### config.mk
export PLATFORM = sky130hd
export DESIGN_NAME = decode_regfile_scoreboard_flat
export DESIGN_NICKNAME = d
export VERILOG_FILES = /design/src/rtl/decode_regfile_scoreboard_if.sv /design/src/rtl/decode_regfile_scoreboard.sv /design/src/flat_wrapper.sv
export SDC_FILE = /design/constraint.sdc
export NUM_CORES = 2
export LEC_CHECK = 0
export ABC_AREA = 0
export BUFFER_PORTS_ARGS = -buffer_cell sky130_fd_sc_hd__buf_2
export CORE_MARGIN = 2
export CORE_UTILIZATION = 40
export DETAILED_ROUTE_END_ITERATION = 16
export RECOVER_POWER = 100
export SLEW_MARGIN = 20
export SYNTH_ARGS = -nofsm -noshare
export SYNTH_HDL_FRONTEND = slang
export SYNTH_SLANG_ARGS = --single-unit
export TNS_END_PERCENT = 1
### constraint.sdc
create_clock -name RF_CLK -period 5.45 [get_ports RF_CLK]
set_clock_uncertainty 0.2 [all_clocks]
set_input_delay 0.545 -clock RF_CLK [delete_from_list [all_inputs] [get_ports RF_CLK]]
set_output_delay 0.545 -clock RF_CLK [all_outputs]
set_load 0.01 [all_outputs]
### src/rtl/decode_regfile_scoreboard_if.sv
// Decode/writeback bundle: issue request, writeback commit, stall and registered operands.
interface decode_regfile_scoreboard_if;
   logic        ISSUE_VALID;
   logic [4:0]  RS1_ADDR;
   logic [4:0]  RS2_ADDR;
   logic        RS1_USED;
   logic        RS2_USED;
   logic [4:0]  RD_ADDR;
   logic        RD_WRITES;
   logic        WB_EN;
   logic [4:0]  WB_ADDR;
   logic [31:0] WB_DATA;
   logic        STALL;
   logic        EX_VALID;
   logic [31:0] RS1_DATA;
   logic [31:0] RS2_DATA;

   modport master (
      output ISSUE_VALID, RS1_ADDR, RS2_ADDR, RS1_USED, RS2_USED,
             RD_ADDR, RD_WRITES, WB_EN, WB_ADDR, WB_DATA,
      input  STALL, EX_VALID, RS1_DATA, RS2_DATA
   );

   modport slave (
      input  ISSUE_VALID, RS1_ADDR, RS2_ADDR, RS1_USED, RS2_USED,
             RD_ADDR, RD_WRITES, WB_EN, WB_ADDR, WB_DATA,
      output STALL, EX_VALID, RS1_DATA, RS2_DATA
   );
endinterface

### src/rtl/decode_regfile_scoreboard.sv
// 32x32 register file with per-register pending-write counters and RAW stall.
// Define RF_WB_BYPASS_EN to forward same-cycle writeback data into the operands.
module decode_regfile_scoreboard #(
   parameter int PEND_W = 2
) (
   input logic                        RF_CLK,
   input logic                        RF_RST_N,
   decode_regfile_scoreboard_if.slave bus
);

`ifdef RF_WB_BYPASS_EN
   localparam bit BYPASS = 1'b1;
`else
   localparam bit BYPASS = 1'b0;
`endif

   logic [31:0]       reg_val  [32];
   logic [PEND_W-1:0] pend_val [32];

   logic [PEND_W-1:0] pend_rs1, pend_rs2, pend_rd;
   logic              wb_hit1, wb_hit2;
   logic              hazard1, hazard2, struct_blk;
   logic              stall, issue;
   logic [31:0]       op1, op2;

   logic              ex_valid_q;
   logic [31:0]       rs1_data_q, rs2_data_q;

   always_comb begin
      pend_rs1 = pend_val[bus.RS1_ADDR];
      pend_rs2 = pend_val[bus.RS2_ADDR];
      pend_rd  = pend_val[bus.RD_ADDR];
      wb_hit1  = bus.WB_EN && (bus.WB_ADDR == bus.RS1_ADDR);
      wb_hit2  = bus.WB_EN && (bus.WB_ADDR == bus.RS2_ADDR);

      // A single outstanding write that lands this cycle can be forwarded instead of stalling.
      hazard1 = bus.RS1_USED && (bus.RS1_ADDR != 5'd0) && (pend_rs1 != '0)
                && !(BYPASS && (pend_rs1 == PEND_W'(1)) && wb_hit1);
      hazard2 = bus.RS2_USED && (bus.RS2_ADDR != 5'd0) && (pend_rs2 != '0)
                && !(BYPASS && (pend_rs2 == PEND_W'(1)) && wb_hit2);
      struct_blk = bus.RD_WRITES && (bus.RD_ADDR != 5'd0) && (&pend_rd)
                   && !(bus.WB_EN && (bus.WB_ADDR == bus.RD_ADDR));

      stall = bus.ISSUE_VALID && (hazard1 || hazard2 || struct_blk);
      issue = bus.ISSUE_VALID && !stall;

      op1 = (BYPASS && wb_hit1 && (bus.RS1_ADDR != 5'd0)) ? bus.WB_DATA : reg_val[bus.RS1_ADDR];
      op2 = (BYPASS && wb_hit2 && (bus.RS2_ADDR != 5'd0)) ? bus.WB_DATA : reg_val[bus.RS2_ADDR];
   end

   for (genvar gi = 0; gi < 32; gi++) begin : g_reg
      if (gi == 0) begin : g_zero
         assign reg_val[gi]  = '0;
         assign pend_val[gi] = '0;
      end else begin : g_live
         logic [31:0]       data_q;
         logic [PEND_W-1:0] cnt_q, cnt_d;
         logic              inc, dec;

         assign inc = issue && bus.RD_WRITES && (bus.RD_ADDR == 5'(gi));
         assign dec = bus.WB_EN && (bus.WB_ADDR == 5'(gi));

         // A writeback with nothing outstanding still writes data but leaves the count at zero.
         always_comb begin
            cnt_d = cnt_q;
            if (inc && !dec)
               cnt_d = cnt_q + PEND_W'(1);
            else if (dec && !inc && (cnt_q != '0))
               cnt_d = cnt_q - PEND_W'(1);
         end

         always_ff @(posedge RF_CLK) begin
            if (!RF_RST_N) begin
               data_q <= '0;
               cnt_q  <= '0;
            end else begin
               if (dec)
                  data_q <= bus.WB_DATA;
               cnt_q <= cnt_d;
            end
         end

         assign reg_val[gi]  = data_q;
         assign pend_val[gi] = cnt_q;
      end
   end

   always_ff @(posedge RF_CLK) begin
      if (!RF_RST_N) begin
         ex_valid_q <= 1'b0;
         rs1_data_q <= '0;
         rs2_data_q <= '0;
      end else begin
         ex_valid_q <= issue;
         if (issue) begin
            rs1_data_q <= op1;
            rs2_data_q <= op2;
         end
      end
   end

   assign bus.STALL    = stall;
   assign bus.EX_VALID = ex_valid_q;
   assign bus.RS1_DATA = rs1_data_q;
   assign bus.RS2_DATA = rs2_data_q;

endmodule

### src/flat_wrapper.sv
// flat-port wrapper written by rule: the top's interface ports become plain ports
module decode_regfile_scoreboard_flat 
#(
   parameter int PEND_W = 2
)
  (RF_CLK, RF_RST_N, bus_ISSUE_VALID, bus_RS1_ADDR, bus_RS2_ADDR, bus_RS1_USED, bus_RS2_USED, bus_RD_ADDR, bus_RD_WRITES, bus_WB_EN, bus_WB_ADDR, bus_WB_DATA, bus_STALL, bus_EX_VALID, bus_RS1_DATA, bus_RS2_DATA);
  decode_regfile_scoreboard_if bus_i ();
  input logic RF_CLK;
  input logic RF_RST_N;
  input wire logic [$bits(bus_i.ISSUE_VALID)-1:0] bus_ISSUE_VALID;
  input wire logic [$bits(bus_i.RS1_ADDR)-1:0] bus_RS1_ADDR;
  input wire logic [$bits(bus_i.RS2_ADDR)-1:0] bus_RS2_ADDR;
  input wire logic [$bits(bus_i.RS1_USED)-1:0] bus_RS1_USED;
  input wire logic [$bits(bus_i.RS2_USED)-1:0] bus_RS2_USED;
  input wire logic [$bits(bus_i.RD_ADDR)-1:0] bus_RD_ADDR;
  input wire logic [$bits(bus_i.RD_WRITES)-1:0] bus_RD_WRITES;
  input wire logic [$bits(bus_i.WB_EN)-1:0] bus_WB_EN;
  input wire logic [$bits(bus_i.WB_ADDR)-1:0] bus_WB_ADDR;
  input wire logic [$bits(bus_i.WB_DATA)-1:0] bus_WB_DATA;
  output wire logic [$bits(bus_i.STALL)-1:0] bus_STALL;
  output wire logic [$bits(bus_i.EX_VALID)-1:0] bus_EX_VALID;
  output wire logic [$bits(bus_i.RS1_DATA)-1:0] bus_RS1_DATA;
  output wire logic [$bits(bus_i.RS2_DATA)-1:0] bus_RS2_DATA;
  assign bus_i.ISSUE_VALID = bus_ISSUE_VALID;
  assign bus_i.RS1_ADDR = bus_RS1_ADDR;
  assign bus_i.RS2_ADDR = bus_RS2_ADDR;
  assign bus_i.RS1_USED = bus_RS1_USED;
  assign bus_i.RS2_USED = bus_RS2_USED;
  assign bus_i.RD_ADDR = bus_RD_ADDR;
  assign bus_i.RD_WRITES = bus_RD_WRITES;
  assign bus_i.WB_EN = bus_WB_EN;
  assign bus_i.WB_ADDR = bus_WB_ADDR;
  assign bus_i.WB_DATA = bus_WB_DATA;
  assign bus_STALL = bus_i.STALL;
  assign bus_EX_VALID = bus_i.EX_VALID;
  assign bus_RS1_DATA = bus_i.RS1_DATA;
  assign bus_RS2_DATA = bus_i.RS2_DATA;
  decode_regfile_scoreboard #(.PEND_W(PEND_W)) u_core (.RF_CLK(RF_CLK), .RF_RST_N(RF_RST_N), .bus(bus_i));
endmodule
==> metrics.md <==
| Metric | Value |
|---|---|
| Mapped Avg Cell Area | `8.91 um^2` |
| Synth cell types | `a little under 70` |
| Post-route design area | `roughly 63000 um^2` |
| Initial core utilization | `about two fifths` |
| Final hold viol count | `0` |
| Setup ws final | `0.692 ns` |
| Max_slew headroom | `-80.1%` |
| Worst path slowest cell | `clkinvlp_4` |
| Filler instances | `13500` |
| DP Cell Count | `7839` |
| R2r setup slk | `approximately 1.5 ns` |
| Reg2Reg Depth | `8` |
| Synthesized cell area | `around 57000 um^2` |
| Die W | `380 um` |
| Clock tree sinks | `1119` |
| Final Non-Filler Cells | `8071` |
| Failing checks | `capacitance limit, slew limit` |
| Metal1 wirelength | `85.1 mm` |
| Yosys warns | `0` |
| Syn_nets | `roughly 6400` |
| CP endpoint kind | `register` |
| Core area | `140000 um^2` |
| CTS Root Cell | `clkbuf_16` |
| Max FO, Critical Path | `~150` |
| Worst-path clk slew | `approximately 0.06 ns` |
| IO Port Bufs | `124` |
| Most frequent cells in the layout | `nand2_1, dfxtp_1, a21oi_1` |
| CTS Buf Count | `119` |
| Family with the most delay on the worst path | `buffers and inverters` |
| Worst Min Path Start | `bus_WB_DATA[4]` |
| Reg-to-Reg End | `u_core.g_reg[2].g_live.cnt_q[0]` |
| RSZ-0062 raised after global routing | `false` |
| Fmax | `210 MHz` |
| Post-layout min period | `4.76 ns` |
| Post-route ant nets | `0` |
| Max VDD drop | `0.267 mV` |
| Largest net degree at the start of global routing | `154` |
| Dpl cell area | `58600 um^2` |
| Clk Latency, worst-skew pair | `0.77 ns` |
| Top Metal Used | `met5` |
| Initial antenna violation count | `8` |
| WL met2 | `101 mm` |
| Power Density | `295 nW/um^2` |
| Via count of the routed design | `between 50000 and 60000` |
| Ys async rst share | `0%` |
| Die area | `144000 um^2` |
| #FFs+latches synth | `1119` |
| Hold path depth | `3` |
| Setup_tns | `0 ns` |
| IO Count | `125` |
| Footprint of the multi-input gates | `32000 um^2` |
| Final setup viols | `0` |
| Lkg Pwr | `19.7 nW` |
| Max Cap Viol | `3` |
| Synthesized instance count | `6346` |
| Synthesis-to-layout area growth | `10.7%` |
| CTS tree | `done` |
| Critical Setup Path Class | `input port to register` |
| DR iter-0 viols | `7120` |
| Drt via density | `6.21` |
| Buf+Inv Stages, Crit Path | `4` |
| Startpoint types | `input port` |
| Status | `finished, violations left` |
| Max clock buf depth | `3` |
| Routed Wire Length | `approximately 220 mm` |
| Commonest non-fill, non-tap cell in the layout | `nand2_1` |
| Pre-CTS WS | `1.09 ns` |
| Chip height | `380 um` |
| Vias in the first global route | `between 40000 and 50000` |
| Fin. max-slew vios | `245` |
| Final HPWL DP | `around 130 mm` |
| CP peak stage delay | `approximately 2.1 ns` |
| Resized Gates After CTS | `0` |
| Proportion of layout cells with a drive suffix above 1 | `17.5%` |
| DRC errors left | `0` |
| DR WL/cell | `around 28 um` |
| Nets@finish | `roughly 6000` |
| HP Class | `input port to register` |
| DRT Pass-1 Iters | `8` |
| Tcrit/Tclk final | `87.3%` |
| Hold endpoint | `u_core.g_reg[2].g_live.data_q[4]` |
| Tot GR Track Use | `between 30% and 40%` |
| Post-synth EDFFs | `0` |
| Worst reg2reg startpoint | `u_core.g_reg[17].g_live.cnt_q[1]` |
| Seq/Total Area, Yosys | `39.6%` |
| # H-tree levels | `3` |
| Met3 wire length | `24.8 mm` |
| Setup Fix Bufs, Post-CTS | `0` |
| Register Area | `22400 um^2` |
| Worst Max-Slew Pin Slew | `2.70 ns` |
| Row cnt | `137` |
| Hold WS | `0.102 ns` |
| Prevailing post-synth register cell | `dfxtp_1` |
| GRT overflow | `0` |
| WP data required | `5.91 ns` |
| CP arrival | `5.21 ns` |
| First-pass GRT wire length | `324 mm` |
| Routability cong. | `about 0.9` |
| Crit path cell chain | `dlygate4sd3_1 -> buf_2 -> clkinvlp_4 -> buf_6 -> a21oi_1` |
## worst reg2reg max path, cell delays in order (launching register included)
cell	delay, ns
dfxtp_1	0.38
mux4_1	0.52
a22o_1	0.23
a221oi_2	0.32
o22a_2	0.27
nand2_1	0.71
or4_1	0.79
nor2b_1	0.15
a221oi_1	0.22
## report_power, final
group	leakage (nW)	total [mW]	switching (mW)	internal (mW)
Sequential	9.02	8.32	0.0618	8.25
Clock	2.05	8.71	3.64	5.07
Combinational	8.61	1.44	1.04	0.407
## layout make-up
cell class	count	area share, %
repair buffers	242	2.66
diodes	7	0.0280
clock buffers	174	5.60
inverters	6	0.0420
clock inverters	50	1.04
flip-flops and latches	1119	35.8
well taps	1876	3.75
multi-input cells	4597	51.1
## state kept, by name (all words and copies together) (netlist names)
register / count
u_core.bus.EX_VALID: 1
u_core.bus.RS1_DATA: 32
u_core.bus.RS2_DATA: 32
u_core.g.g_live.cnt_q: 62
u_core.g.g_live.data_q: 992
## layer usage
metal  global-route usage [%]  vias up
met5                        0        -
met2                     46.9     3049
li1                         -    21700
met1                     39.1    24700
met4                     15.1        6
met3                     6.92      666
## how the worst max path moves through the flow
stage / start / to / cells after the start / slack, ns
6_report: RF_RST_N / u_core.g_reg[26].g_live.data_q[30] / 5 / 0.69
5_1_grt: RF_RST_N / u_core.g_reg[3].g_live.data_q[21] / 5 / 0.67
4_1_cts: u_core.g_reg[28].g_live.cnt_q[0] / bus_STALL / 9 / 1.39
3_5_place_dp: bus_RS2_ADDR[0] / u_core.g_reg[7].g_live.cnt_q[0] / 11 / 1.09
3_3_place_gp: bus_RS2_ADDR[1] / u_core.g_reg[4].g_live.cnt_q[0] / 12 / 1.14
2_1_floorplan: bus_RS1_ADDR[0] / u_core.bus.RS1_DATA[1] / 10 / 2.18
## cells by family (layout without fill, tap and decap cells)
kind of cell / count (synthesis) / count (layout) / synth area share (%)
XOR/XNOR: 14 / 14 / 0.217
multiplexers: 658 / 658 / 24.9
AO/OA/AOI/OAI: 1310 / 1310 / 12.4
AND/OR/NAND/NOR: 2615 / 2615 / 18.5
other: 0 / 7 / 0
flip-flops: 1119 / 1119 / 39.6
buffers and inverters: 630 / 472 / 4.36
## cells in the mapped netlist, drive strengths merged (5+ instances only)
| cell | instances | area share [%] |
|---|---|---|
| a211oi | 25 | 0.35 |
| a21oi | 1094 | 9.7 |
| a221oi | 9 | 0.18 |
| a22o | 33 | 0.51 |
| a31oi | 21 | 0.23 |
| and2 | 13 | 0.14 |
| buf | 113 | 0.93 |
| clkbuf | 511 | 3.4 |
| dfxtp | 1119 | 40 |
| inv | 6 | 0.040 |
| mux2 | 32 | 0.64 |
| mux2i | 32 | 0.57 |
| mux4 | 594 | 24 |
| nand2 | 2094 | 14 |
| nand2b | 17 | 0.19 |
| nand3 | 31 | 0.27 |
| nand3b | 11 | 0.15 |
| nand4 | 6 | 0.066 |
| nor2 | 262 | 1.7 |
| nor2b | 16 | 0.18 |
| nor3 | 111 | 1.1 |
| nor3b | 5 | 0.066 |
| nor4 | 26 | 0.40 |
| o21a | 12 | 0.16 |
| o21ai | 73 | 0.65 |
| o31a | 5 | 0.077 |
| o31ai | 6 | 0.080 |
| or3 | 5 | 0.055 |
| xnor2 | 10 | 0.15 |
## what timing repair did
action                                  in CTS  in global routing
hold buffers                                 1                  0
endpoints found under the hold margin        3                  0
endpoints found under the setup margin       0                  0
## through the flow
step | util, % | power, mW
after floorplan | - | 9.41
after global placement | 41.9 | 9.91
after detailed placement | 41.9 | 9.92
after CTS | 44.9 | 18.5
after global routing | 44.8 | 18.9
final | 44.8 | 18.5
(Power assumes the default switching activity.)
